`src/rtl/pipe_hazard_ctrl_pkg.sv`:
```
// Shared types and constants for the pipeline hazard controller.
// Optional HAZ_PERF_CNT_EN adds stall/flush performance counters (see top).
package pipe_hazard_ctrl_pkg;

  localparam int REG_ADDR_W = 4;
  localparam int R0_IDX     = 0;
  localparam int CNT_W      = 3;
  localparam int PERF_W     = 16;

  typedef enum logic [1:0] {
    RUN      = 2'd0,
    LU_STALL = 2'd1,
    FLUSH    = 2'd2,
    HALT     = 2'd3
  } state_e;

endpackage

```
`src/rtl/pipe_hazard_ctrl_if.sv`:
```
// Request/control bundle between the pipeline datapath (master) and the hazard controller (slave).
// Perf counter outputs exist only when HAZ_PERF_CNT_EN is defined.
interface pipe_hazard_ctrl_if #(
  parameter int REG_ADDR_W = pipe_hazard_ctrl_pkg::REG_ADDR_W
);
  logic [REG_ADDR_W-1:0] id_rs1;
  logic                  id_rs1_used;
  logic [REG_ADDR_W-1:0] id_rs2;
  logic                  id_rs2_used;
  logic [REG_ADDR_W-1:0] ex_rd;
  logic                  ex_mem_read;
  logic                  branch_taken;
  logic                  mem_busy;
  logic                  halt_req;
  logic                  pc_write_en;
  logic                  if_id_flush;
  logic                  if_id_nop;
  logic                  id_ex_bubble;
  logic                  pipe_hold;
  logic                  halted;
`ifdef HAZ_PERF_CNT_EN
  logic [15:0]           stall_cnt;
  logic [15:0]           flush_cnt;
`endif

  modport master (
    output id_rs1, id_rs1_used, id_rs2, id_rs2_used, ex_rd, ex_mem_read,
    output branch_taken, mem_busy, halt_req,
`ifdef HAZ_PERF_CNT_EN
    input  stall_cnt, flush_cnt,
`endif
    input  pc_write_en, if_id_flush, if_id_nop, id_ex_bubble, pipe_hold, halted
  );

  modport slave (
    input  id_rs1, id_rs1_used, id_rs2, id_rs2_used, ex_rd, ex_mem_read,
    input  branch_taken, mem_busy, halt_req,
`ifdef HAZ_PERF_CNT_EN
    output stall_cnt, flush_cnt,
`endif
    output pc_write_en, if_id_flush, if_id_nop, id_ex_bubble, pipe_hold, halted
  );

endinterface

```
`src/rtl/pipe_hazard_ctrl_haz_detect.sv`:
```
// Combinational load-use detector: a load in EX whose destination feeds an ID source operand.
module haz_detect #(
  parameter int REG_ADDR_W = 4
) (
  input  logic [REG_ADDR_W-1:0] rs1,
  input  logic                  rs1_used,
  input  logic [REG_ADDR_W-1:0] rs2,
  input  logic                  rs2_used,
  input  logic [REG_ADDR_W-1:0] ex_rd,
  input  logic                  ex_mem_read,
  output logic                  load_use
);
  import pipe_hazard_ctrl_pkg::*;

  logic [1:0][REG_ADDR_W-1:0] src_addr;
  logic [1:0]                 src_used;
  logic [1:0]                 src_hit;

  assign src_addr = {rs2, rs1};
  assign src_used = {rs2_used, rs1_used};

  generate
    for (genvar gi = 0; gi < 2; gi++) begin : g_src
      assign src_hit[gi] = src_used[gi] && (src_addr[gi] == ex_rd);
    end
  endgenerate

  // R0 is hardwired zero, so a load targeting it can never create a dependency
  assign load_use = ex_mem_read && (ex_rd != REG_ADDR_W'(R0_IDX)) && (|src_hit);

endmodule

```
`src/rtl/pipe_hazard_ctrl.sv`:
```
// Hazard/sequencing controller: fixed priority mem_busy > branch > load-use > halt.
// Define HAZ_PERF_CNT_EN to add saturating stall_cnt/flush_cnt outputs.
module pipe_hazard_ctrl #(
  parameter int REG_ADDR_W   = pipe_hazard_ctrl_pkg::REG_ADDR_W,
  parameter int LOAD_LAT     = 1,
  parameter int FLUSH_CYCLES = 2
) (
  input  logic                     clk,
  input  logic                     rst,
  pipe_hazard_ctrl_if.slave        hz
);
  import pipe_hazard_ctrl_pkg::*;

  localparam logic [CNT_W-1:0] FLUSH_INIT = CNT_W'(FLUSH_CYCLES - 1);
  localparam logic [CNT_W-1:0] LU_INIT    = CNT_W'(LOAD_LAT - 1);

  state_e           state_reg, state_next;
  logic [CNT_W-1:0] cnt_reg, cnt_next;
  logic             load_use;

  logic pc_write_en_c, if_id_flush_c, if_id_nop_c, id_ex_bubble_c, pipe_hold_c, halted_c;

  haz_detect #(.REG_ADDR_W(REG_ADDR_W)) u_haz_detect (
    .rs1         (hz.id_rs1),
    .rs1_used    (hz.id_rs1_used),
    .rs2         (hz.id_rs2),
    .rs2_used    (hz.id_rs2_used),
    .ex_rd       (hz.ex_rd),
    .ex_mem_read (hz.ex_mem_read),
    .load_use    (load_use)
  );

  always_ff @(posedge clk or negedge rst) begin
    if (!rst) begin
      state_reg <= RUN;
      cnt_reg   <= '0;
    end else begin
      state_reg <= state_next;
      cnt_reg   <= cnt_next;
    end
  end

  always_comb begin
    state_next = state_reg;
    cnt_next   = cnt_reg;
    // A memory freeze holds the sequencer exactly where it is; only HALT ignores it
    if (!(hz.mem_busy && state_reg != HALT)) begin
      case (state_reg)
        RUN: begin
          if (hz.branch_taken) begin
            if (FLUSH_CYCLES > 1) begin
              state_next = FLUSH;
              cnt_next   = FLUSH_INIT;
            end
          end else if (load_use) begin
            if (LOAD_LAT > 1) begin
              state_next = LU_STALL;
              cnt_next   = LU_INIT;
            end
          end else if (hz.halt_req) begin
            state_next = HALT;
          end
        end
        FLUSH, LU_STALL: begin
          cnt_next = cnt_reg - 1'b1;
          if (cnt_reg == CNT_W'(1)) state_next = RUN;
        end
        HALT:    state_next = HALT;
        default: state_next = RUN;
      endcase
    end
  end

  always_comb begin
    pc_write_en_c  = 1'b0;
    if_id_flush_c  = 1'b0;
    if_id_nop_c    = 1'b0;
    id_ex_bubble_c = 1'b0;
    pipe_hold_c    = 1'b0;
    halted_c       = 1'b0;
    if (!rst) begin
      pc_write_en_c = 1'b0;
    end else if (state_reg == HALT) begin
      if_id_nop_c    = 1'b1;
      id_ex_bubble_c = 1'b1;
      halted_c       = 1'b1;
    end else if (hz.mem_busy) begin
      // Freeze: no bubble injected since ID/EX itself is held
      pipe_hold_c   = 1'b1;
      if_id_nop_c   = 1'b1;
      if_id_flush_c = (state_reg == FLUSH);
    end else begin
      case (state_reg)
        RUN: begin
          pc_write_en_c = 1'b1;
          if (hz.branch_taken) begin
            if_id_flush_c  = 1'b1;
            id_ex_bubble_c = 1'b1;
          end else if (load_use || hz.halt_req) begin
            pc_write_en_c  = 1'b0;
            if_id_nop_c    = 1'b1;
            id_ex_bubble_c = 1'b1;
          end
        end
        FLUSH: begin
          pc_write_en_c  = 1'b1;
          if_id_flush_c  = 1'b1;
          id_ex_bubble_c = 1'b1;
        end
        LU_STALL: begin
          if_id_nop_c    = 1'b1;
          id_ex_bubble_c = 1'b1;
        end
        default: pc_write_en_c = 1'b0;
      endcase
    end
  end

  assign hz.pc_write_en  = pc_write_en_c;
  assign hz.if_id_flush  = if_id_flush_c;
  assign hz.if_id_nop    = if_id_nop_c;
  assign hz.id_ex_bubble = id_ex_bubble_c;
  assign hz.pipe_hold    = pipe_hold_c;
  assign hz.halted       = halted_c;

`ifdef HAZ_PERF_CNT_EN
  logic [PERF_W-1:0] stall_cnt_reg, flush_cnt_reg;
  logic              stall_inc, flush_inc;

  assign stall_inc = !pc_write_en_c && (state_reg == RUN || state_reg == LU_STALL);
  // A branch is accepted only in RUN and only when not frozen by memory
  assign flush_inc = (state_reg == RUN) && hz.branch_taken && !hz.mem_busy;

  always_ff @(posedge clk or negedge rst) begin
    if (!rst) begin
      stall_cnt_reg <= '0;
      flush_cnt_reg <= '0;
    end else begin
      if (stall_inc && stall_cnt_reg != '1) stall_cnt_reg <= stall_cnt_reg + 1'b1;
      if (flush_inc && flush_cnt_reg != '1) flush_cnt_reg <= flush_cnt_reg + 1'b1;
    end
  end

  assign hz.stall_cnt = stall_cnt_reg;
  assign hz.flush_cnt = flush_cnt_reg;
`endif

endmodule

```
`src/flat_wrapper.sv`:
```
// flat-port wrapper written by rule: the top's interface ports become plain ports
module pipe_hazard_ctrl_flat import pipe_hazard_ctrl_pkg::*;
#(
  parameter int REG_ADDR_W   = pipe_hazard_ctrl_pkg::REG_ADDR_W,
  parameter int LOAD_LAT     = 1,
  parameter int FLUSH_CYCLES = 2
)
  (clk, rst, hz_id_rs1, hz_id_rs1_used, hz_id_rs2, hz_id_rs2_used, hz_ex_rd, hz_ex_mem_read, hz_branch_taken, hz_mem_busy, hz_halt_req, hz_pc_write_en, hz_if_id_flush, hz_if_id_nop, hz_id_ex_bubble, hz_pipe_hold, hz_halted);
  pipe_hazard_ctrl_if #(.REG_ADDR_W(REG_ADDR_W)) hz_i ();
  input  logic clk;
  input  logic rst;
  input wire logic [$bits(hz_i.id_rs1)-1:0] hz_id_rs1;
  input wire logic [$bits(hz_i.id_rs1_used)-1:0] hz_id_rs1_used;
  input wire logic [$bits(hz_i.id_rs2)-1:0] hz_id_rs2;
  input wire logic [$bits(hz_i.id_rs2_used)-1:0] hz_id_rs2_used;
  input wire logic [$bits(hz_i.ex_rd)-1:0] hz_ex_rd;
  input wire logic [$bits(hz_i.ex_mem_read)-1:0] hz_ex_mem_read;
  input wire logic [$bits(hz_i.branch_taken)-1:0] hz_branch_taken;
  input wire logic [$bits(hz_i.mem_busy)-1:0] hz_mem_busy;
  input wire logic [$bits(hz_i.halt_req)-1:0] hz_halt_req;
  output wire logic [$bits(hz_i.pc_write_en)-1:0] hz_pc_write_en;
  output wire logic [$bits(hz_i.if_id_flush)-1:0] hz_if_id_flush;
  output wire logic [$bits(hz_i.if_id_nop)-1:0] hz_if_id_nop;
  output wire logic [$bits(hz_i.id_ex_bubble)-1:0] hz_id_ex_bubble;
  output wire logic [$bits(hz_i.pipe_hold)-1:0] hz_pipe_hold;
  output wire logic [$bits(hz_i.halted)-1:0] hz_halted;
  assign hz_i.id_rs1 = hz_id_rs1;
  assign hz_i.id_rs1_used = hz_id_rs1_used;
  assign hz_i.id_rs2 = hz_id_rs2;
  assign hz_i.id_rs2_used = hz_id_rs2_used;
  assign hz_i.ex_rd = hz_ex_rd;
  assign hz_i.ex_mem_read = hz_ex_mem_read;
  assign hz_i.branch_taken = hz_branch_taken;
  assign hz_i.mem_busy = hz_mem_busy;
  assign hz_i.halt_req = hz_halt_req;
  assign hz_pc_write_en = hz_i.pc_write_en;
  assign hz_if_id_flush = hz_i.if_id_flush;
  assign hz_if_id_nop = hz_i.if_id_nop;
  assign hz_id_ex_bubble = hz_i.id_ex_bubble;
  assign hz_pipe_hold = hz_i.pipe_hold;
  assign hz_halted = hz_i.halted;
  pipe_hazard_ctrl #(.REG_ADDR_W(REG_ADDR_W), .LOAD_LAT(LOAD_LAT), .FLUSH_CYCLES(FLUSH_CYCLES)) u_core (.clk(clk), .rst(rst), .hz(hz_i));
endmodule
```
`config.mk`:
```
export PLATFORM = sky130hd
export DESIGN_NAME = pipe_hazard_ctrl_flat
export DESIGN_NICKNAME = d
export VERILOG_FILES = /design/src/rtl/pipe_hazard_ctrl_pkg.sv /design/src/rtl/pipe_hazard_ctrl_if.sv /design/src/rtl/pipe_hazard_ctrl_haz_detect.sv /design/src/rtl/pipe_hazard_ctrl.sv /design/src/flat_wrapper.sv
export SDC_FILE = /design/constraint.sdc
export NUM_CORES = 1
export LEC_CHECK = 0
export BUFFER_PORTS_ARGS = -buffer_cell sky130_fd_sc_hd__buf_2
export CAP_MARGIN = 40
export CORE_AREA = 2 2 39 41
export CTS_CLUSTER_SIZE = 16
export DETAILED_ROUTE_END_ITERATION = 16
export DIE_AREA = 0 0 41 43
export PLACE_DENSITY = 0.72
export SYNTH_ARGS = -nofsm -noshare
export SYNTH_HDL_FRONTEND = slang
export SYNTH_SLANG_ARGS = --single-unit
```
`constraint.sdc`:
```
create_clock -name clk -period 4.3 [get_ports clk]
set_input_delay 0.215 -clock clk [delete_from_list [all_inputs] [get_ports clk]]
set_output_delay 0.215 -clock clk [all_outputs]
set_load 0.005 [all_outputs]
```
==> key figures, run 1 <==
Placement
  • Number of port buffers: 25
  • Post-DP HPWL: 963 um
  • RD Place Congestion: 0.799

Route
  • Vias per inst: 5.02
  • Routed vias: 552
  • Antenna viol nets, final: 0
  • Drt drc: 0
  • Wl on met1: 525 um
  • Met2 Routed Length: 521 um
  • Total Wirelength: 1.14 mm
  • Routed met3 length: 79 um
  • Top sig layer: met4
  • DR WL/cell: 10.3 um
  • DR pass1 iterations: 4
  • Number of DRC markers in iteration 0: 7

Clock tree
  • Clk_lat worst skew: 0.24 ns
  • CTS H-tree lvls: 1
  • TritonCTS clock tree: done
  • CTS sink cnt: 5
  • Clock tree buffer depth: 2
  • Post-CTS sizing: 0
  • Setup Fix Bufs, Post-CTS: 0
  • Cts hold-fix bufs: 1
  • CTS Buf Count: 3
  • Clock slew at reported path FFs: 0.05 ns
  • Root Driver: clkbuf_4

Setup path
  • Worst path arrival time: 1.69 ns
  • CP Class: reg2out
  • Reg2reg setup slack: 2.67 ns
  • CP max stage delay: 0.40 ns
  • Startpoint types: register
  • Worst EP required: 4.09 ns
  • Crit-path cells: inv_1, ha_1, nor2b_1, nand2_1, o21ai_0, buf_2
  • Cell family with most CP delay: simple AND/OR/NAND/NOR gates
  • Crit path max fanout: 5
  • Slowest-stage cell, CP: dfrtp_1
  • Worst Setup End Kind: output port
  • Sum of buffers and inverters on the critical path: 2
  • Crit Reg-Reg Endpoint: u_core.cnt_reg[2]
  • Worst Setup SP: u_core.state_reg[0]
  • Worst r2r src: u_core.state_reg[0]
  • Worst R2R Path Depth: 7

STA
  • RSZ-0062 raised after global routing: false
  • Fin. Hold Viols: 0
  • Max Slew Vio Count: 0
  • Endpoints failing setup: 0
  • Final cycle utilization of the critical path: 0.442
  • Worst-case hold slack: 0.357 ns
  • Setup tns final: 0 ns
  • Layout Skew: 0.00461 ns
  • Max_slew headroom: 0.761
  • Peak Freq: 526 MHz
  • Worst-margin pin slew: 0.354 ns
  • Tmin final: 1.90 ns

Synthesis
  • Largest area contributor in the netlist: dfrtp_1
  • Number of flops mapped to enable cells by yosys: 0
  • Syn_area_per_cell: 8.52 um^2
  • Synthesized instance count: 64
  • Top cells by area, synth: dfrtp_1 23%, ha_1 14%, xnor2_1 13%, nand3_1 5.5%, o21ai_0 5.5%
  • Ys flop type: dfrtp_1
  • Register area share after synthesis: 0.229
  • Proportion of netlist area held by the largest area contributor: 0.229
  • Ys async rst share: 1.00
  • Synthesized cell area: 546 um^2
  • Post-synth cell types: 28
  • Mapped Nets: 90
  • Yosys warnings: 0
  • Flop and latch count out of synthesis: 5

Power and ir drop
  • Leak: 0.353 nW
  • PD cells: 517 nW/um^2
  • Max VDD drop: 255 uV

Finish
  • Share of layout cells above drive strength 1: 0.351
  • Max reg flops: 3
  • Most frequent cells in the layout: 25 x buf_2, 8 x inv_1, 8 x xnor2_1
  • Ant diodes: 0
  • Most common cell after layout, fill and taps aside: buf_2
  • Total Nets Final: 121
  • Area grow syn2layout: 33.5%

Global routing
  • Remaining Overflow, GRT: 0
  • Largest net degree at the start of global routing: 13
  • Total track usage: 0.150
  • Antenna violations before repair: 0
  • Vias in the first global route: 478
  • First-pass GRT wire length: 1.80 mm

Floorplanning
  • CORE AREA: 1380 um^2
  • Initial Utilization: 0.394
  • Die area: 1760 um^2
  • Die span in y: 43 um
  • Row cnt: 14
  • Chip width: 41 um
  • Io pins: 26

Min path
  • HP Class: in2async

Outcome
  • Status: complete, no violations

Job
  • Max Cap Violations: 0
logic make-up (layout without fill, tap and decap cells):
logic type | Yosys count | count (layout) | share of synthesized area
flip-flops | 5 | 5 | 0.229
multiplexers | 1 | 1 | 0.0183
adder cells (fa/ha/maj) | 6 | 6 | 0.138
buffers and inverters | 8 | 38 | 0.0550
AO/OA/AOI/OAI | 18 | 18 | 0.252
XOR/XNOR | 8 | 8 | 0.128
AND/OR/NAND/NOR | 18 | 18 | 0.179
synth_stat cells (all sizes together) (2+ instances only):
cell	n
a21oi	2
nand3	6
inv	8
dfrtp	5
nor3	2
xnor2	8
nor2	4
o21ai	6
ha	6
per-layer routing:
| metal | GRT usage | vias to the layer above |
|---|---|---|
| met1 | 0.174 | 244 |
| met3 | 0.0471 | 2 |
| met5 | 0 | - |
| met2 | 0.231 | 15 |
| li1 | - | 291 |
| met4 | 0.0800 | 0 |
worst max-delay path by stage:
stage | to | slack, ns | depth (start not counted)
finish | hz_if_id_nop | 2.40 | 6
global route | hz_if_id_nop | 2.28 | 6
CTS | hz_if_id_nop | 2.38 | 6
detailed placement | hz_if_id_nop | 2.63 | 7
global placement | hz_if_id_nop | 2.64 | 7
floorplan | u_core.state_reg[0] | 2.82 | 5
report_power, final:
group	internal [W]	switching, W
clock network	0.0000337	0.0000197
registers	0.0000705	0.0000156
logic	0.000109	0.000128
final cells by class:
cell class	instances	area (um^2)
clock buffers	3	22.5
clock inverters	1	5.00
fillers	132	656
inverters	8	30.0
multi-input cells	51	390
flip-flops and latches	5	125
well taps	16	20.0
repair buffers	26	135
through the flow:
stage	cells	instance area [um^2]	total power (W)	worst slack, ns	util
after floorplan	64	546	0.000260	2.82	-
after global placement	105	691	0.000321	2.64	0.499
after detailed placement	105	691	0.000326	2.63	0.499
after CTS	110	728	0.000382	2.38	0.526
after global routing	110	728	0.000420	2.28	0.526
final	110	728	0.000377	2.40	0.526
No activity file was read; power rests on OpenSTA's default activity.
==> inputs of run 2 (changes only) <==
clock period = 1.9 ns   (was 4.3 ns; I/O delays follow)
==> run 2 against run 1 <==
Combinational power rose by 130%. Register-to-register slack lost 2.4 ns. Design area up 0.34%. Routed wire length increased by 3.0%. Via count grew 0.18%. Flip-flop and latch count unchanged. Critical path type unchanged. Highest routed layer unchanged.
==> key figures, run 2 (synthesis gave the netlist of run 1 again) <==
Power and ir drop
  • Max VDD drop: 721 uV
  • Leak: 0.354 nW
  • PD cells: 1170 nW/um^2

Floorplanning
  • Io pins: 26
  • Initial Utilization: 0.394
  • Die span in y: 43 um
  • Chip width: 41 um
  • Die area: 1760 um^2
  • CORE AREA: 1380 um^2
  • Row cnt: 14

Setup path
  • Crit-path cells: inv_1, ha_1, nor2_1, nor2_1, o21ai_0, a21oi_1, buf_2
  • Startpoint types: register
  • Worst r2r src: u_core.state_reg[0]
  • Slowest-stage cell, CP: dfrtp_1
  • Sum of buffers and inverters on the critical path: 2
  • CP max stage delay: 0.39 ns
  • Worst Setup SP: u_core.state_reg[0]
  • CP Class: reg2out
  • Crit path max fanout: 7
  • Worst EP required: 1.80 ns
  • Worst Setup End Kind: output port
  • Reg2reg setup slack: 0.25 ns
  • Cell family with most CP delay: flip-flops
  • Most common cell on crit path: nor2_1
  • Worst path depth: 7
  • Worst path arrival time: 1.61 ns
  • Worst R2R Path Depth: 5
  • Crit path to: hz_id_ex_bubble
  • Crit Reg-Reg Endpoint: u_core.state_reg[0]

STA
  • Final cycle utilization of the critical path: 0.896
  • Endpoints failing setup: 0
  • Max Slew Vio Count: 0
  • RSZ-0062 raised after global routing: false
  • Tmin final: 1.70 ns
  • Fin. Hold Viols: 0
  • Setup tns final: 0 ns
  • Max_slew headroom: 0.772
  • Worst-margin pin slew: 0.338 ns
  • Layout Skew: 0.00208 ns
  • Peak Freq: 588 MHz

Global routing
  • First-pass GRT wire length: 1.91 mm
  • Antenna violations before repair: 0
  • Total track usage: 0.155
  • Largest net degree at the start of global routing: 13
  • Vias in the first global route: 533
  • Remaining Overflow, GRT: 0

Job
  • Max Cap Violations: 0

Clock tree
  • Root Driver: clkbuf_4
  • Clock tree buffer depth: 2
  • Clock slew at reported path FFs: 0.04 ns
  • CTS sink cnt: 5
  • Clk_lat worst skew: 0.24 ns
  • CTS H-tree lvls: 1
  • Setup Fix Bufs, Post-CTS: 0
  • CTS Buf Count: 3
  • TritonCTS clock tree: done

Placement
  • Number of port buffers: 25
  • Post-DP HPWL: 1.01 mm
  • Cells after DPL: 105
  • RD Place Congestion: 0.775

Route
  • Routed vias: 553
  • Drt drc: 0
  • DR WL/cell: 10.6 um
  • Vias per inst: 5.03
  • Antenna viol nets, final: 0
  • Number of DRC markers in iteration 0: 7
  • DR pass1 iterations: 4
  • Total Wirelength: 1.17 mm

Finish
  • Area grow syn2layout: 33.9%
  • Total Nets Final: 121
  • Share of layout cells above drive strength 1: 0.362
  • Max reg flops: 3
  • Layout Utilization: 0.528
  • Post-route insts no fill: 110
  • Most common cell after layout, fill and taps aside: buf_2
  • Ant diodes: 0
  • Most frequent cells in the layout: 25 x buf_2, 8 x inv_1, 8 x xnor2_1

Min path
  • HP Class: in2async

Outcome
  • Status: complete, no violations
run 2: how the worst min path moves through the flow:
stage	startpoint	endpoint	slack, ns	cells after the start
final	rst	u_core.state_reg[1]	0.24	2
after global routing	rst	u_core.cnt_reg[1]	0.25	2
after CTS	rst	u_core.state_reg[1]	0.23	2
after detailed placement	rst	u_core.cnt_reg[2]	-0.05	1
after global placement	rst	u_core.cnt_reg[2]	-0.04	1
after floorplan	rst	u_core.cnt_reg[0]	-0.20	0
run 2: metrics by stage:
stage | instance area, um^2 | power (W) | setup slack (ns) | hold slack, ns
finish | 731 | 0.000858 | 0.198 | 0.239
global route | 731 | 0.000953 | 0.0704 | 0.248
CTS | 728 | 0.000866 | 0.132 | 0.231
detailed placement | 691 | 0.000741 | 0.271 | -0.0473
global placement | 691 | 0.000731 | 0.279 | -0.0440
floorplan | 546 | 0.000589 | 0.423 | -0.201
run 2: final cells by class:
class                      instances  area, um^2
inverter                           8        30.0
tap                               16        20.0
multi-input combinational         51         393
clock inverter                     1        5.00
timing repair buffer              26         135
clock buffer                       3        22.5
fill                             137         653
sequential                         5         125
run 2: per-layer routing:
| layer | wire, um | up-vias | GRT usage |
|---|---|---|---|
| met2 | 570 | 19 | 0.253 |
| met3 | 63 | 2 | 0.0524 |
| met5 | 0 | - | 0 |
| li1 | - | 290 | - |
| met4 | 16 | 0 | 0.0667 |
| met1 | 518 | 242 | 0.172 |
run 2: where the power goes:
group          switching, W  leakage, nW  internal (W)
sequential        0.0000361       0.0594      0.000159
combinational      0.000293        0.276      0.000251
clock             0.0000417       0.0177     0.0000760
total              0.000371        0.354      0.000487
run 2: timing repair:
action,in CTS,in global routing
gates resized for setup,0,1
endpoints found under the setup margin,0,1
hold buffers,1,0
hold endpoints to repair,5,0
==> inputs of run 3 (changes only) <==
RECOVER_POWER = 50   (was not set)
==> run 3 against run 2 <==
Core utilization shrank 0.18 points. Register-to-register slack is essentially flat. Critical path depth is the same. Via count grew 0.36%. Largest cell class unchanged. Final cell count is the same. Count of clock-buffer cells in the layout is the same. Total power shrank 0.13%. Clock power is essentially flat. Clock skew is the same. Die area is the same. Maximum frequency shrank 0.50%.
==> key figures, run 3 (synthesis gave the netlist of run 1 again) <==
Clock tree
  • CTS H-tree lvls: 1
  • TritonCTS clock tree: done
  • CTS sink cnt: 5
  • Root Driver: clkbuf_4
  • Setup Fix Bufs, Post-CTS: 0
  • Clock tree buffer depth: 2
  • Clk_lat worst skew: 0.24 ns
  • CTS Buf Count: 3
  • Clock slew at reported path FFs: 0.04 ns

Finish
  • Post-route insts no fill: 110
  • Total Nets Final: 121
  • Max reg flops: 3
  • Layout Utilization: 0.526
  • Share of layout cells above drive strength 1: 0.340
  • Ant diodes: 0
  • Area grow syn2layout: 33.5%
  • Most common cell after layout, fill and taps aside: buf_2
  • Most frequent cells in the layout: 23 x buf_2, 8 x inv_1, 8 x xnor2_1

Power and ir drop
  • Cell Int Power: 0.000485 W
  • Power Total: 0.000857 W
  • Max VDD drop: 722 uV
  • Leak: 0.346 nW
  • Switch Pwr: 0.000372 W
  • PD cells: 1180 nW/um^2
  • Clock power share: 0.137
  • Reg power frac: 0.228
  • Sw frac: 0.434
  • Combinational Power Share: 0.634

Setup path
  • Worst Setup End Kind: output port
  • Worst EP required: 1.80 ns
  • Slowest-stage cell, CP: ha_1
  • Sum of buffers and inverters on the critical path: 2
  • Crit-path cells: inv_1, ha_1, nor2_1, nor2_1, o21ai_0, a21oi_1, buf_2
  • Worst path arrival time: 1.62 ns
  • Crit path max fanout: 7
  • Cell family with most CP delay: adder cells
  • Startpoint types: register
  • Most common cell on crit path: nor2_1
  • CP max stage delay: 0.41 ns
  • CP Class: reg2out

Floorplanning
  • Initial Utilization: 0.394
  • CORE AREA: 1380 um^2
  • Die span in y: 43 um
  • Die area: 1760 um^2
  • Io pins: 26
  • Row cnt: 14
  • Chip width: 41 um

Global routing
  • Antenna violations before repair: 0
  • First-pass GRT wire length: 1.91 mm
  • Total track usage: 0.155
  • Remaining Overflow, GRT: 0
  • Largest net degree at the start of global routing: 13
  • Vias in the first global route: 533

STA
  • Max Slew Vio Count: 0
  • Fin. Hold Viols: 0
  • Max_slew headroom: 0.678
  • Worst-margin pin slew: 0.483 ns
  • Endpoints failing setup: 0
  • Tmin final: 1.71 ns
  • Setup tns final: 0 ns
  • Peak Freq: 585 MHz
  • Final cycle utilization of the critical path: 0.900
  • Layout Skew: 0.00208 ns
  • RSZ-0062 raised after global routing: false

Job
  • Max Cap Violations: 0

Route
  • Vias per inst: 5.05
  • Routed vias: 555
  • Total Wirelength: 1.17 mm
  • Number of DRC markers in iteration 0: 7
  • Antenna viol nets, final: 0
  • Drt drc: 0
  • DR WL/cell: 10.6 um
  • DR pass1 iterations: 4

Placement
  • Post-DP HPWL: 1.01 mm
  • Number of port buffers: 25
  • RD Place Congestion: 0.775
  • Cells after DPL: 105

Min path
  • HP Class: in2reg

Outcome
  • Status: complete, no violations
-- run 3: tightest hold or removal path, delay by kind of cell --
family	cells	cell delay, ns
and+or+nand+nor	1	0.08
buffers and inverters	1	0.13
AOI/OAI and AO/OA	1	0.12
-- run 3: metal layers --
metal  wire, um  share of wire  global-route usage  vias to the layer above
met5          0              0                   0                        -
met4         16          0.014              0.0667                        0
met3         67          0.057              0.0524                        2
met2        568           0.49               0.253                       19
met1        515           0.44               0.172                      243
li1           -              -                   -                      291
-- run 3: per-stage QoR --
stage / setup WS [ns] / area, um^2 / hold WS (ns)
6_report: 0.190 / 728 / 0.238
5_1_grt: 0.0477 / 728 / 0.275
4_1_cts: 0.132 / 728 / 0.231
3_5_place_dp: 0.271 / 691 / -0.0473
3_3_place_gp: 0.279 / 691 / -0.0440
2_1_floorplan: 0.423 / 546 / -0.201
-- run 3: power by group through the flow --
| stage | sequential, W | clock (W) | combinational [W] |
|---|---|---|---|
| global route | 0.000205 | 0.000131 | 0.000615 |
| CTS | 0.000197 | 0.000124 | 0.000546 |
| floorplan | 0.000189 | 0 | 0.000400 |
| detailed placement | 0.000198 | 0 | 0.000543 |
| finish | 0.000196 | 0.000118 | 0.000543 |
| global placement | 0.000193 | 0 | 0.000538 |
-- run 3: repair_timing --
action,4_1_cts,5_1_grt
endpoints found under the hold margin,5,0
hold buffers,1,0
gates resized for setup,0,1
setup endpoints to repair,0,1
-- run 3: worst paths after layout --
kind,from,to,slack (ns),depth (start not counted)
worst max-delay path,u_core.state_reg[0],hz_id_ex_bubble,0.19,7
worst min-delay path,hz_mem_busy,u_core.cnt_reg[2],0.24,3
worst max register to register,u_core.state_reg[0],u_core.state_reg[0],0.25,5
worst min register to register,u_core.cnt_reg[0],u_core.cnt_reg[0],0.55,1
max in group asynchronous,rst,u_core.cnt_reg[2],1.25,2
min in group asynchronous,rst,u_core.state_reg[1],0.33,2
-- run 3: final cells by class --
type,instances,area (um^2)
clock inverter,1,5.00
clock buffer,3,22.5
multi-input combinational,51,393
fill,138,656
inverter,8,30.0
sequential,5,125
timing repair buffer,26,133
tap,16,20.0
